### config.mk
export PLATFORM = sky130hd
export DESIGN_NAME = mandelbrot_vga_scanout
export DESIGN_NICKNAME = d
export VERILOG_FILES = /design/src/rtl/mandelbrot_pkg.sv /design/src/rtl/mandelbrot_vga_timing.sv /design/src/rtl/mandelbrot_vga_scanout.sv
export SDC_FILE = /design/constraint.sdc
export NUM_CORES = 1
export LEC_CHECK = 0
export CAP_MARGIN = 25
export CORE_UTILIZATION = 45
export CTS_CLUSTER_SIZE = 40
export DETAILED_ROUTE_END_ITERATION = 8
export MAX_ROUTING_LAYER = met4
export PLACE_DENSITY = 0.75
export SETUP_SLACK_MARGIN = 0.02
export SYNTH_ARGS = -nofsm -noshare
export SYNTH_HDL_FRONTEND = slang
export SYNTH_SLANG_ARGS = --single-unit
export TNS_END_PERCENT = 50
### constraint.sdc
create_clock -name clk -period 2.2 [get_ports clk]
set_input_delay 0.55 -clock clk [delete_from_list [all_inputs] [get_ports clk]]
set_output_delay 0.55 -clock clk [all_outputs]
set_load 0.05 [all_outputs]
### src/rtl/mandelbrot_pkg.sv
// Shared constants, types and palette for the Mandelbrot VGA scan-out.
// Timing defaults describe 640x480@60 on a 25 MHz pixel clock.
package mandelbrot_pkg;
  localparam int X_PIXELS = 640;
  localparam int Y_PIXELS = 480;
  localparam int MEM_MAX  = X_PIXELS * Y_PIXELS - 1;
  localparam int ADDR_W   = 19;
  localparam logic [7:0] IN_SET_VALUE = 8'hFF;

  localparam int H_FP_DEF   = 16;
  localparam int H_SYNC_DEF = 96;
  localparam int H_BP_DEF   = 48;
  localparam int V_FP_DEF   = 10;
  localparam int V_SYNC_DEF = 2;
  localparam int V_BP_DEF   = 33;

  typedef struct packed {
    logic [7:0] r;
    logic [7:0] g;
    logic [7:0] b;
  } rgb_t;

  // Per-pixel control carried down the pipeline beside the memory read.
  typedef struct packed {
    logic fs;
    logic de;
    logic hs;
    logic vs;
    logic en;
  } ctrl_t;

  // Escape count bits replicated into each channel; points inside the set are black.
  function automatic rgb_t palette(input logic [7:0] d);
    rgb_t c;
    c = '0;
    if (d != IN_SET_VALUE) begin
      c.r = {d[7:5], d[7:5], d[7:6]};
      c.g = {d[4:2], d[4:2], d[4:3]};
      c.b = {4{d[1:0]}};
    end
    return c;
  endfunction
endpackage

### src/rtl/mandelbrot_vga_timing.sv
// Free-running h/v raster counters with stage-0 decode of visible area, syncs and frame origin.
// Decode is combinational from the counter registers; no backpressure, runs every pixel clock.
module mandelbrot_vga_timing
  import mandelbrot_pkg::*;
#(
  parameter int H_VISIBLE = X_PIXELS,
  parameter int V_VISIBLE = Y_PIXELS,
  parameter int H_FP      = H_FP_DEF,
  parameter int H_SYNC    = H_SYNC_DEF,
  parameter int H_BP      = H_BP_DEF,
  parameter int V_FP      = V_FP_DEF,
  parameter int V_SYNC    = V_SYNC_DEF,
  parameter int V_BP      = V_BP_DEF
) (
  input  logic clk,
  input  logic reset,
  output logic o_de,
  output logic o_hsync,
  output logic o_vsync,
  output logic o_origin
);
  localparam int H_TOTAL = H_VISIBLE + H_FP + H_SYNC + H_BP;
  localparam int V_TOTAL = V_VISIBLE + V_FP + V_SYNC + V_BP;
  localparam int HW = $clog2(H_TOTAL);
  localparam int VW = $clog2(V_TOTAL);

  logic [HW-1:0] r_hcount;
  logic [VW-1:0] r_vcount;
  logic          w_hwrap;
  logic          w_vwrap;

  assign w_hwrap = (r_hcount == HW'(H_TOTAL - 1));
  assign w_vwrap = (r_vcount == VW'(V_TOTAL - 1));

  always_ff @(posedge clk) begin
    if (!reset) begin
      r_hcount <= '0;
      r_vcount <= '0;
    end else if (w_hwrap) begin
      r_hcount <= '0;
      r_vcount <= w_vwrap ? '0 : r_vcount + 1'b1;
    end else begin
      r_hcount <= r_hcount + 1'b1;
    end
  end

  assign o_de     = (r_hcount < HW'(H_VISIBLE)) && (r_vcount < VW'(V_VISIBLE));
  assign o_hsync  = (r_hcount >= HW'(H_VISIBLE + H_FP)) &&
                    (r_hcount <  HW'(H_VISIBLE + H_FP + H_SYNC));
  assign o_vsync  = (r_vcount >= VW'(V_VISIBLE + V_FP)) &&
                    (r_vcount <  VW'(V_VISIBLE + V_FP + V_SYNC));
  assign o_origin = (r_hcount == '0) && (r_vcount == '0);
endmodule

### src/rtl/mandelbrot_vga_scanout.sv
// Scans a rendered framebuffer out to VGA through a palette; all outputs 3 clocks behind the raster.
// No backpressure: memory must return data exactly one clock after each address.
module mandelbrot_vga_scanout
  import mandelbrot_pkg::*;
#(
  parameter int H_VISIBLE = X_PIXELS,
  parameter int V_VISIBLE = Y_PIXELS,
  parameter int H_FP      = H_FP_DEF,
  parameter int H_SYNC    = H_SYNC_DEF,
  parameter int H_BP      = H_BP_DEF,
  parameter int V_FP      = V_FP_DEF,
  parameter int V_SYNC    = V_SYNC_DEF,
  parameter int V_BP      = V_BP_DEF
) (
  input  logic              clk,
  input  logic              reset,
  input  logic              frame_valid,
  output logic [ADDR_W-1:0] mem_read_address,
  input  logic [7:0]        mem_read_data,
  output logic [7:0]        vga_r,
  output logic [7:0]        vga_g,
  output logic [7:0]        vga_b,
  output logic              hsync_n,
  output logic              vsync_n,
  output logic              de,
  output logic              frame_start
);
  logic              w_de;
  logic              w_hsync;
  logic              w_vsync;
  logic              w_origin;
  ctrl_t             w_s0;
  ctrl_t             r_s1;
  ctrl_t             r_s2;
  rgb_t              r_rgb;
  logic              r_display_en;
  logic              r_hsync_n;
  logic              r_vsync_n;
  logic              r_de;
  logic              r_frame_start;
  logic [ADDR_W-1:0] r_addr;

  mandelbrot_vga_timing #(
    .H_VISIBLE(H_VISIBLE), .V_VISIBLE(V_VISIBLE),
    .H_FP(H_FP), .H_SYNC(H_SYNC), .H_BP(H_BP),
    .V_FP(V_FP), .V_SYNC(V_SYNC), .V_BP(V_BP)
  ) u_timing (
    .clk     (clk),
    .reset   (reset),
    .o_de    (w_de),
    .o_hsync (w_hsync),
    .o_vsync (w_vsync),
    .o_origin(w_origin)
  );

  // Pixel (0,0) already uses the fresh frame_valid sample so a frame is never split.
  always_comb begin
    w_s0    = '0;
    w_s0.fs = w_origin;
    w_s0.de = w_de;
    w_s0.hs = w_hsync;
    w_s0.vs = w_vsync;
    w_s0.en = w_origin ? frame_valid : r_display_en;
  end

  always_ff @(posedge clk) begin
    if (!reset) begin
      r_display_en  <= 1'b0;
      r_addr        <= '0;
      r_s1          <= '0;
      r_s2          <= '0;
      r_rgb         <= '0;
      r_hsync_n     <= 1'b1;
      r_vsync_n     <= 1'b1;
      r_de          <= 1'b0;
      r_frame_start <= 1'b0;
    end else begin
      if (w_origin) r_display_en <= frame_valid;
      // Linear address walks visible pixels only and holds through blanking.
      if (w_de) r_addr <= w_origin ? '0 : r_addr + 1'b1;
      r_s1          <= w_s0;
      r_s2          <= r_s1;
      r_rgb         <= (r_s2.de && r_s2.en) ? palette(mem_read_data) : '0;
      r_hsync_n     <= ~r_s2.hs;
      r_vsync_n     <= ~r_s2.vs;
      r_de          <= r_s2.de;
      r_frame_start <= r_s2.fs;
    end
  end

  assign mem_read_address = r_addr;
  assign vga_r            = r_rgb.r;
  assign vga_g            = r_rgb.g;
  assign vga_b            = r_rgb.b;
  assign hsync_n          = r_hsync_n;
  assign vsync_n          = r_vsync_n;
  assign de               = r_de;
  assign frame_start      = r_frame_start;
endmodule

==> impl_metrics.env, run 1 <==
export IMPL_outcome="finished, final reports clean"
export IMPL_finClkSkew_ns=0.00985
export IMPL_required_ns=2.46
export IMPL_cts_resized=1
export IMPL_die_area_sq_mm=0.00614
export IMPL_dpl_hpwl_mm=3.86
export IMPL_drt_wirelength_per_cell_um=12.5
export IMPL_num_rows=27
export IMPL_reg2reg_depth=5
export IMPL_start_util_pct=47.0
export IMPL_cp_arrival_ns=2.39
export IMPL_reg2reg_to="u_timing.r_vcount[7]"
export IMPL_synth_edf_count=0
export IMPL_yosysMostFrequentCell="dfxtp_1"
export IMPL_cp_start_kind="flip-flop"
export IMPL_core_area_sq_mm=0.00557
export IMPL_hold_path_depth=1
export IMPL_final_nets=363
export IMPL_dieWidth_um=78.3
export IMPL_yosysWarnings=0
export IMPL_hold_buffers=0
export IMPL_areaGrowthSynthToFinish_pct=29.2
export IMPL_hold_end="hsync_n"
export IMPL_drt_iter0_markers=69
export IMPL_clock_sinks=61
export IMPL_max_freq_ghz=0.469
export IMPL_setup_viol=0
export IMPL_finalMaxSlewViolations=0
export IMPL_grt_max_degree=20
export IMPL_sw_frac_of_total_pct=23.1
export IMPL_htreeDepth=3
export IMPL_io_buffers=57
export IMPL_power_mw=2.13
export IMPL_ys_top_cells_by_count="61 x dfxtp_1, 22 x nor2_1, 20 x a21oi_1, 20 x nand2_1, 17 x nand3_1"
export IMPL_rsz0062_at_grt="yes"
export IMPL_seqCellArea_sq_mm=0.00122
export IMPL_die_height_um=78.3
export IMPL_yosysTopAreaCell="dfxtp_1"
export IMPL_period_needed_ns=2.13
export IMPL_synth_top_cells_by_area="dfxtp_1 47%, buf_4 4.6%, a21oi_1 3.8%, and2_1 3.8%, or4_1 3.7%"
export IMPL_worstMarginPinSlew_ns=0.515
export IMPL_fillers=489
export IMPL_finalHoldViolations=0
export IMPL_drc=0
export IMPL_slew_headroom_pct=65.6
export IMPL_synth_ff_latch_count=61
export IMPL_antenna_left=0
export IMPL_multi_input_area_sq_mm=0.00121
export IMPL_synthCells=292
export IMPL_drive_above_1_share_pct=7.71
export IMPL_clockRootBuffer="clkbuf_8"
export IMPL_syn_cell_area_sq_mm=0.00262
export IMPL_syn_avg_cell_area_sq_um=8.98
export IMPL_grt_overflow=0
export IMPL_p_leak_nw=1.21
export IMPL_clk_insertion_delay_late_ns=0.33
export IMPL_clock_path_buffers=2
export IMPL_yosysTopAreaCellShare_pct=46.6
export IMPL_seq_power_share_pct=53.4
export IMPL_dr_pass1_iters=4
export IMPL_synth_async_reset_ratio_pct=0
export IMPL_cts_buffers=9
export IMPL_grt_first_pass_wirelength_mm=9.00
export IMPL_critPathMaxFanout=11
export IMPL_holdCritStartpoint="r_s2[2]"
export IMPL_crit_type="reg2reg"
export IMPL_num_io_pins=58
export IMPL_min_period_over_period_pct=96.9
export IMPL_postCtsSetupRepairBufs=0
export IMPL_setup_tns_ns=0
export IMPL_routed_wirelength_mm=5.27
export IMPL_clkTransAtPathRegs_ns=0.06
export IMPL_hp_class="reg2reg"
export IMPL_gp_congestion=0.806
export IMPL_synth_distinct_cells=33
export IMPL_rrSetupSlack_ns=0.07
export IMPL_drv_cap=0
export IMPL_critPathCaptureType="flip-flop"
export IMPL_viasPerCell=5.36
export IMPL_pwr_share_clk_pct=40.5
export IMPL_yosysSeqAreaShare_pct=46.6
export IMPL_first_global_vias=2077
export IMPL_antenna_found_initial=0
export IMPL_grt_use_total_pct=19.3
export IMPL_pwr_share_comb_pct=6.1
export IMPL_ir_worst_vdd_v=0.000383
export IMPL_vias=2261
export IMPL_diodes=0
export IMPL_worst_r2r_startpoint="u_timing.r_hcount[0]"
export IMPL_power_density_mw_per_mm2=628
export IMPL_power_switching_mw=0.492
export IMPL_internal_power_mw=1.64
export IMPL_synth_nets=308
export IMPL_cts_tree="done"
export IMPL_ys_dominant_reg_cell="dfxtp_1"
[routing by layer]
| layer | track usage [%] | wire, um | vias to the layer above |
|---|---|---|---|
| met1 | 22.3 | 2470 | 1039 |
| met5 | - | 0 | - |
| met3 | 5.70 | 296 | 9 |
| li1 | - | - | 1144 |
| met2 | 30.8 | 2410 | 69 |
| met4 | 8.89 | 87 | 0 |
[how the worst max path moves through the flow]
stage	startpoint	cells after the start	slack, ns	to
final	u_timing.r_hcount[0]	5	0.07	u_timing.r_vcount[7]
after global routing	u_timing.r_hcount[0]	5	0.0007	u_timing.r_vcount[9]
after CTS	mem_read_address[3]	1	0.03	mem_read_address[3]
after detailed placement	u_timing.r_hcount[0]	5	0.08	u_timing.r_vcount[7]
after floorplan	u_timing.r_hcount[5]	7	0.04	u_timing.r_vcount[8]
after global placement	u_timing.r_hcount[0]	5	0.17	u_timing.r_vcount[7]
[power by group through the flow]
stage | combinational (mW) | clock (mW) | sequential [mW]
after floorplan | 0.0545 | 0 | 1.18
after global placement | 0.130 | 0 | 1.16
after detailed placement | 0.131 | 0 | 1.16
after CTS | 0.131 | 0.876 | 1.14
after global routing | 0.143 | 0.933 | 1.14
final | 0.130 | 0.862 | 1.14
[critical path, cell delays in order, from the launching register on]
cell and delay, ns:
dfxtp_1 0.39, ha_2 0.24, nand4_1 0.14, or4_4 0.61, or4_1 0.53, a21oi_1 0.14
[cell usage in the layout (no fill, tap or decap), types with 4 or more instances in the layout]
| cell | synthesis | layout |
|---|---|---|
| buf_4 | 16 | 10 |
| nand4_1 | 12 | 12 |
| xor2_1 | 9 | 9 |
| nand3_1 | 17 | 17 |
| and2_1 | 16 | 16 |
| nor3_1 | 7 | 7 |
| a21oi_1 | 20 | 20 |
| xnor2_1 | 9 | 9 |
| clkbuf_8 | 0 | 11 |
| nand2_1 | 20 | 20 |
| nor2_1 | 22 | 22 |
| nor4_1 | 4 | 4 |
| inv_1 | 8 | 8 |
| o21ai_0 | 7 | 7 |
| and3_1 | 5 | 5 |
| clkdlybuf4s50_1 | 0 | 54 |
| o31ai_1 | 12 | 12 |
| or4_1 | 13 | 13 |
| dfxtp_1 | 61 | 61 |
| ha_1 | 5 | 4 |
| or3_1 | 8 | 8 |
[registers in the layout (all words and copies together) (netlist names), 2 cells and up]
register           count
vga_r                  3
r_s2                   5
mem_read_address      19
r_s1                   4
u_timing.r_hcount     10
vga_b                  2
vga_g                  3
u_timing.r_vcount     10
[through the flow]
step | cell area (sq um) | hold slack (ns) | setup WS (ns) | utilization [%] | std cells
after floorplan | 2620 | 0.343 | 0.0370 | - | 292
after global placement | 3220 | 0.348 | 0.169 | 57.7 | 408
after detailed placement | 3220 | 0.349 | 0.0846 | 57.7 | 408
after CTS | 3380 | 0.365 | 0.0273 | 60.7 | 422
after global routing | 3390 | 0.367 | 0.000657 | 60.8 | 422
final | 3390 | 0.362 | 0.0682 | 60.8 | 422
[layout make-up]
type | instances | share of cell area (%)
inverter | 8 | 0.886
timing repair buffer | 68 | 19.7
clock buffer | 12 | 4.58
sequential | 61 | 36.0
tap | 72 | 2.66
clock inverter | 2 | 0.295
multi-input combinational | 199 | 35.8
[cell families (layout without fill, tap and decap cells)]
kind of cell | Yosys count | in the layout | share of synthesized area [%]
XOR/XNOR | 18 | 18 | 6.01
buffers and inverters | 32 | 90 | 7.25
AND/OR/NAND/NOR | 132 | 132 | 27.7
flip-flops | 61 | 61 | 46.6
AO/OA/AOI/OAI | 44 | 44 | 10.1
adder cells (fa/ha/maj) | 5 | 5 | 2.39
(Power assumes the default switching activity.)
==> run 2: changes to the inputs <==
Settings changed: SKIP_CTS_REPAIR_TIMING set to 1.
==> impl_metrics.env, run 2 (synthesis results as in run 1) <==
export IMPL_outcome="finished, final reports clean"
export IMPL_dieWidth_um=78.3
export IMPL_final_cell_mix="61 x dfxtp_1, 54 x clkdlybuf4s50_1, 22 x nor2_1, 20 x nand2_1, 20 x a21oi_1"
export IMPL_drc=0
export IMPL_drt_wirelength_per_cell_um=12.5
export IMPL_setup_tns_ns=0
export IMPL_first_global_vias=2077
export IMPL_period_needed_ns=2.13
export IMPL_drt_iter0_markers=69
export IMPL_die_height_um=78.3
export IMPL_hold_path_depth=1
export IMPL_clock_sinks=61
export IMPL_finalHoldViolations=0
export IMPL_min_period_over_period_pct=96.9
export IMPL_cp_start_kind="flip-flop"
export IMPL_fillers=487
export IMPL_cts_buffers=9
export IMPL_final_nets=363
export IMPL_dpl_hpwl_mm=3.86
export IMPL_setup_viol=0
export IMPL_max_freq_ghz=0.469
export IMPL_hp_class="reg2reg"
export IMPL_critPathCaptureType="flip-flop"
export IMPL_finalMaxSlewViolations=0
export IMPL_final_core_utilization_pct=60.9
export IMPL_dr_pass1_iters=4
export IMPL_slew_headroom_pct=65.6
export IMPL_ir_worst_vdd_v=0.000383
export IMPL_num_rows=27
export IMPL_cts_tree="done"
export IMPL_power_density_mw_per_mm2=627
export IMPL_sw_frac_of_total_pct=23.1
export IMPL_die_area_sq_mm=0.00614
export IMPL_drive_above_1_share_pct=7.71
export IMPL_antenna_left=0
export IMPL_worstMarginPinSlew_ns=0.515
export IMPL_final_common_cell="dfxtp_1"
export IMPL_clkTransAtPathRegs_ns=0.06
export IMPL_required_ns=2.46
export IMPL_rsz0062_at_grt="yes"
export IMPL_finClkSkew_ns=0.00967
export IMPL_gp_congestion=0.806
export IMPL_pwr_share_comb_pct=6.1
export IMPL_internal_power_mw=1.64
export IMPL_grt_overflow=0
export IMPL_clk_insertion_delay_late_ns=0.33
export IMPL_seqCellArea_sq_mm=0.00122
export IMPL_core_area_sq_mm=0.00557
export IMPL_vias=2260
export IMPL_num_io_pins=58
export IMPL_power_switching_mw=0.492
export IMPL_diodes=0
export IMPL_start_util_pct=47.0
export IMPL_antenna_found_initial=0
export IMPL_grt_use_total_pct=19.3
export IMPL_critPathMaxFanout=11
export IMPL_p_leak_nw=1.22
export IMPL_whs_ns=0.362
export IMPL_pwr_share_clk_pct=40.5
export IMPL_cp_arrival_ns=2.39
export IMPL_viasPerCell=5.36
export IMPL_drv_cap=0
export IMPL_seq_power_share_pct=53.4
export IMPL_power_mw=2.13
export IMPL_grt_max_degree=20
export IMPL_reg2reg_depth=5
export IMPL_grt_first_pass_wirelength_mm=9.00
export IMPL_largest_register_ff_count=19
export IMPL_crit_type="reg2reg"
export IMPL_htreeDepth=3
export IMPL_multi_input_area_sq_mm=0.00121
export IMPL_clock_path_buffers=2
export IMPL_clockRootBuffer="clkbuf_8"
export IMPL_routed_wirelength_mm=5.27
export IMPL_io_buffers=57
export IMPL_areaGrowthSynthToFinish_pct=29.4
[run 2: changes by cell type in the layout (fill, tap and decap cells not counted)]
cell            previous run  this run
dlymetal6s2s_1             2         3
dlygate4sd2_1              1         0
[run 2: critical path: stages, from the launching register on]
cell and delay, ns:
dfxtp_1 0.39, ha_2 0.24, nand4_1 0.14, or4_4 0.61, or4_1 0.53, a21oi_1 0.14
[run 2: layout make-up]
cell class	instances	share of cell area (%)
well taps	72	2.65
repair buffers	68	19.8
clock inverters	2	0.295
flip-flops and latches	61	36.0
multi-input cells	199	35.8
inverters	8	0.885
clock buffers	12	4.57
[run 2: worst paths after layout]
kind / slack, ns / end / startpoint
worst max register to register: 0.07 / u_timing.r_vcount[7] / u_timing.r_hcount[0]
worst min register to register: 0.36 / hsync_n / r_s2[2]
worst max-delay path: 0.07 / u_timing.r_vcount[7] / u_timing.r_hcount[0]
worst min-delay path: 0.36 / hsync_n / r_s2[2]
[run 2: power groups by stage]
stage          clock network (mW)  registers [mW]  logic (mW)
6_report                    0.861            1.14       0.130
5_1_grt                     0.933            1.14       0.143
4_1_cts                     0.876            1.14       0.131
3_5_place_dp                    0            1.16       0.131
3_3_place_gp                    0            1.16       0.130
2_1_floorplan                   0            1.18      0.0545
[run 2: metal layers]
layer	vias up	part of all wire [%]	GRT usage (%)
li1	1144	-	-
met5	-	0	-
met4	0	1.7	8.89
met2	69	46	30.8
met1	1038	47	22.3
met3	9	5.7	5.70
[run 2: metrics by stage]
step / setup slack, ns / instances / cell area (sq um)
floorplan: 0.0370 / 292 / 2620
global placement: 0.169 / 408 / 3220
detailed placement: 0.0846 / 408 / 3220
CTS: -0.0274 / 422 / 3380
global route: 0.000657 / 422 / 3390
finish: 0.0682 / 422 / 3390
==> run 3: changes to the inputs <==
Settings changed: CAP_MARGIN 25 to 30, SYNTH_HIERARCHICAL set to 1.
==> impl_metrics.env, run 3 <==
export IMPL_grt_first_pass_wirelength_mm=8.57
export IMPL_crit_buf_inv=1
export IMPL_synth_edf_count=0
export IMPL_clock_sinks=61
export IMPL_slowest_stage="clkdlybuf4s50_1"
export IMPL_largest_register_ff_count=19
export IMPL_rrSetupSlack_ns=0.18
export IMPL_ys_top_cells_by_count="61 x dfxtp_1, 29 x nor2_1, 23 x and2_1"
export IMPL_power_switching_mw=0.542
export IMPL_critPathMaxFanout=5
export IMPL_yosysTopAreaCellShare_pct=46.4
export IMPL_max_freq_ghz=0.469
export IMPL_rsz0062_at_grt="no"
export IMPL_clkTransAtPathRegs_ns=0.07
export IMPL_pwr_share_comb_pct=6.2
export IMPL_start_util_pct=47.2
export IMPL_synthCells=280
export IMPL_antenna_found_initial=0
export IMPL_final_nets=346
export IMPL_syn_avg_cell_area_sq_um=9.40
export IMPL_die_height_um=78.5
export IMPL_seq_power_share_pct=53.2
export IMPL_drive_above_1_share_pct=9.55
export IMPL_power_density_mw_per_mm2=632
export IMPL_worstMarginPinSlew_ns=0.531
export IMPL_internal_power_mw=1.59
export IMPL_yosysSeqAreaShare_pct=46.4
export IMPL_drt_iter0_markers=60
export IMPL_areaGrowthSynthToFinish_pct=28.3
export IMPL_antenna_left=0
export IMPL_slew_headroom_pct=64.5
export IMPL_syn_cell_area_sq_mm=0.00263
export IMPL_gp_congestion=0.812
export IMPL_num_io_pins=58
export IMPL_synth_top_cells_by_area="dfxtp_1 46%, and2_1 5.5%, xor2_1 5.0%, buf_4 4.8%, nor2_1 4.1%"
export IMPL_viasPerCell=5.20
export IMPL_p_leak_nw=1.42
export IMPL_place_area_sq_mm=0.00318
export IMPL_final_cell_mix="61 x dfxtp_1, 47 x clkdlybuf4s50_1, 29 x nor2_1, 23 x and2_1, 17 x nand2_1"
export IMPL_cts_buffers=9
export IMPL_yosysWarnings=6
export IMPL_fillers=487
export IMPL_sw_frac_of_total_pct=25.4
export IMPL_setup_tns_ns=0
export IMPL_first_global_vias=1907
export IMPL_clock_path_buffers=2
export IMPL_outcome="finished, final reports clean"
export IMPL_io_buffers=57
export IMPL_required_ns=1.65
export IMPL_dpl_hpwl_mm=3.60
export IMPL_htreeDepth=3
export IMPL_power_mw=2.13
export IMPL_crit_type="reg2out"
export IMPL_ys_dominant_reg_cell="dfxtp_1"
export IMPL_setup_viol=0
export IMPL_pwr_share_clk_pct=40.6
export IMPL_cts_tree="done"
export IMPL_diodes=0
export IMPL_drv_cap=0
export IMPL_cpPeakStageDelay_ns=0.83
export IMPL_yosysTopAreaCell="dfxtp_1"
export IMPL_grt_use_total_pct=18.3
export IMPL_finClkSkew_ns=0.00898
export IMPL_hp_class="reg2reg"
export IMPL_finalMaxSlewViolations=0
export IMPL_synth_distinct_cells=37
export IMPL_core_area_sq_mm=0.00557
export IMPL_min_period_over_period_pct=96.9
export IMPL_clockRootBuffer="clkbuf_8"
export IMPL_grt_overflow=0
export IMPL_synth_async_reset_ratio_pct=0
export IMPL_cp_arrival_ns=1.58
export IMPL_vias=2118
export IMPL_path_cells="clkdlybuf4s50_1"
export IMPL_yosysMostFrequentCell="dfxtp_1"
export IMPL_drc=0
export IMPL_ir_worst_vdd_v=0.000351
export IMPL_grt_max_degree=20
export IMPL_routed_wirelength_mm=5.16
export IMPL_synth_nets=296
export IMPL_place_inst=391
export IMPL_synth_ff_latch_count=61
export IMPL_drt_wirelength_per_cell_um=12.7
export IMPL_final_cells=407
export IMPL_clk_insertion_delay_late_ns=0.34
export IMPL_cp_start_kind="flip-flop"
export IMPL_dieWidth_um=78.5
export IMPL_dr_pass1_iters=4
export IMPL_critPathTopFamily="buffers and inverters"
export IMPL_finalInstanceArea_sq_mm=0.00338
export IMPL_num_rows=27
export IMPL_critPathCaptureType="output pin"
export IMPL_die_area_sq_mm=0.00616
export IMPL_finalHoldViolations=0
export IMPL_period_needed_ns=2.13
export IMPL_final_common_cell="dfxtp_1"
export IMPL_final_core_utilization_pct=60.6
[run 3: cell types whose count changed in the layout (fill, tap and decap cells not counted), sizes merged, moves of 5 or more]
cell / delta
a21oi: -12
buf: -6
dlymetal6s2s: +7
o31ai: -7
nor2: +7
or3: -5
or4: -9
and2: +7
xor2: +6
nand4: +5
clkdlybuf4s50: -7
[run 3: worst paths after layout]
path / start / end / cells past startpoint
max: mem_read_address[5] / mem_read_address[5] / 1
min: r_s2[1] / vsync_n / 1
min reg2reg: r_s2[1] / vsync_n / 1
max reg2reg: u_timing/r_hcount[7] / mem_read_address[15] / 5
[run 3: routing by layer]
metal | GRT usage [%] | vias to the layer above | share of wire, %
li1 | - | 1063 | -
met1 | 20.3 | 980 | 44
met2 | 29.6 | 62 | 49
met3 | 4.42 | 13 | 5.0
met4 | 11.7 | 0 | 2.4
met5 | - | - | 0
[run 3: layout make-up]
| cell class | count | area (sq um) | area share (%) |
|---|---|---|---|
| multi-input cells | 192 | 1230 | 36.4 |
| clock inverters | 7 | 52.6 | 1.56 |
| inverters | 4 | 15.0 | 0.445 |
| well taps | 72 | 90.1 | 2.67 |
| clock buffers | 9 | 124 | 3.67 |
| repair buffers | 62 | 646 | 19.1 |
| flip-flops and latches | 61 | 1220 | 36.2 |
[run 3: logic make-up (layout without fill, tap and decap cells)]
| family | after synthesis | in the layout | synth area share, % |
|---|---|---|---|
| DFF | 61 | 61 | 46.4 |
| buffers and inverters | 27 | 82 | 6.94 |
| xor gates and xnor gates | 27 | 27 | 8.98 |
| adders and majority gates | 5 | 5 | 2.38 |
| and+or+nand+nor | 138 | 138 | 29.6 |
| AOI/OAI and AO/OA | 19 | 19 | 4.56 |
| muxes | 3 | 3 | 1.14 |
[run 3: power by group through the flow]
stage	Clock, mW	Combinational (mW)	Sequential, mW
after global routing	0.940	0.142	1.14
after detailed placement	0	0.133	1.16
after floorplan	0	0.0534	1.18
final	0.867	0.132	1.14
after CTS	0.890	0.133	1.14
after global placement	0	0.132	1.16
[run 3: through the flow]
stage               hold WS [ns]  worst slack, ns
detailed placement         0.351            0.185
finish                     0.367           0.0688
CTS                        0.368          -0.0102
global placement           0.348            0.217
floorplan                  0.343            0.102
global route               0.379           0.0294
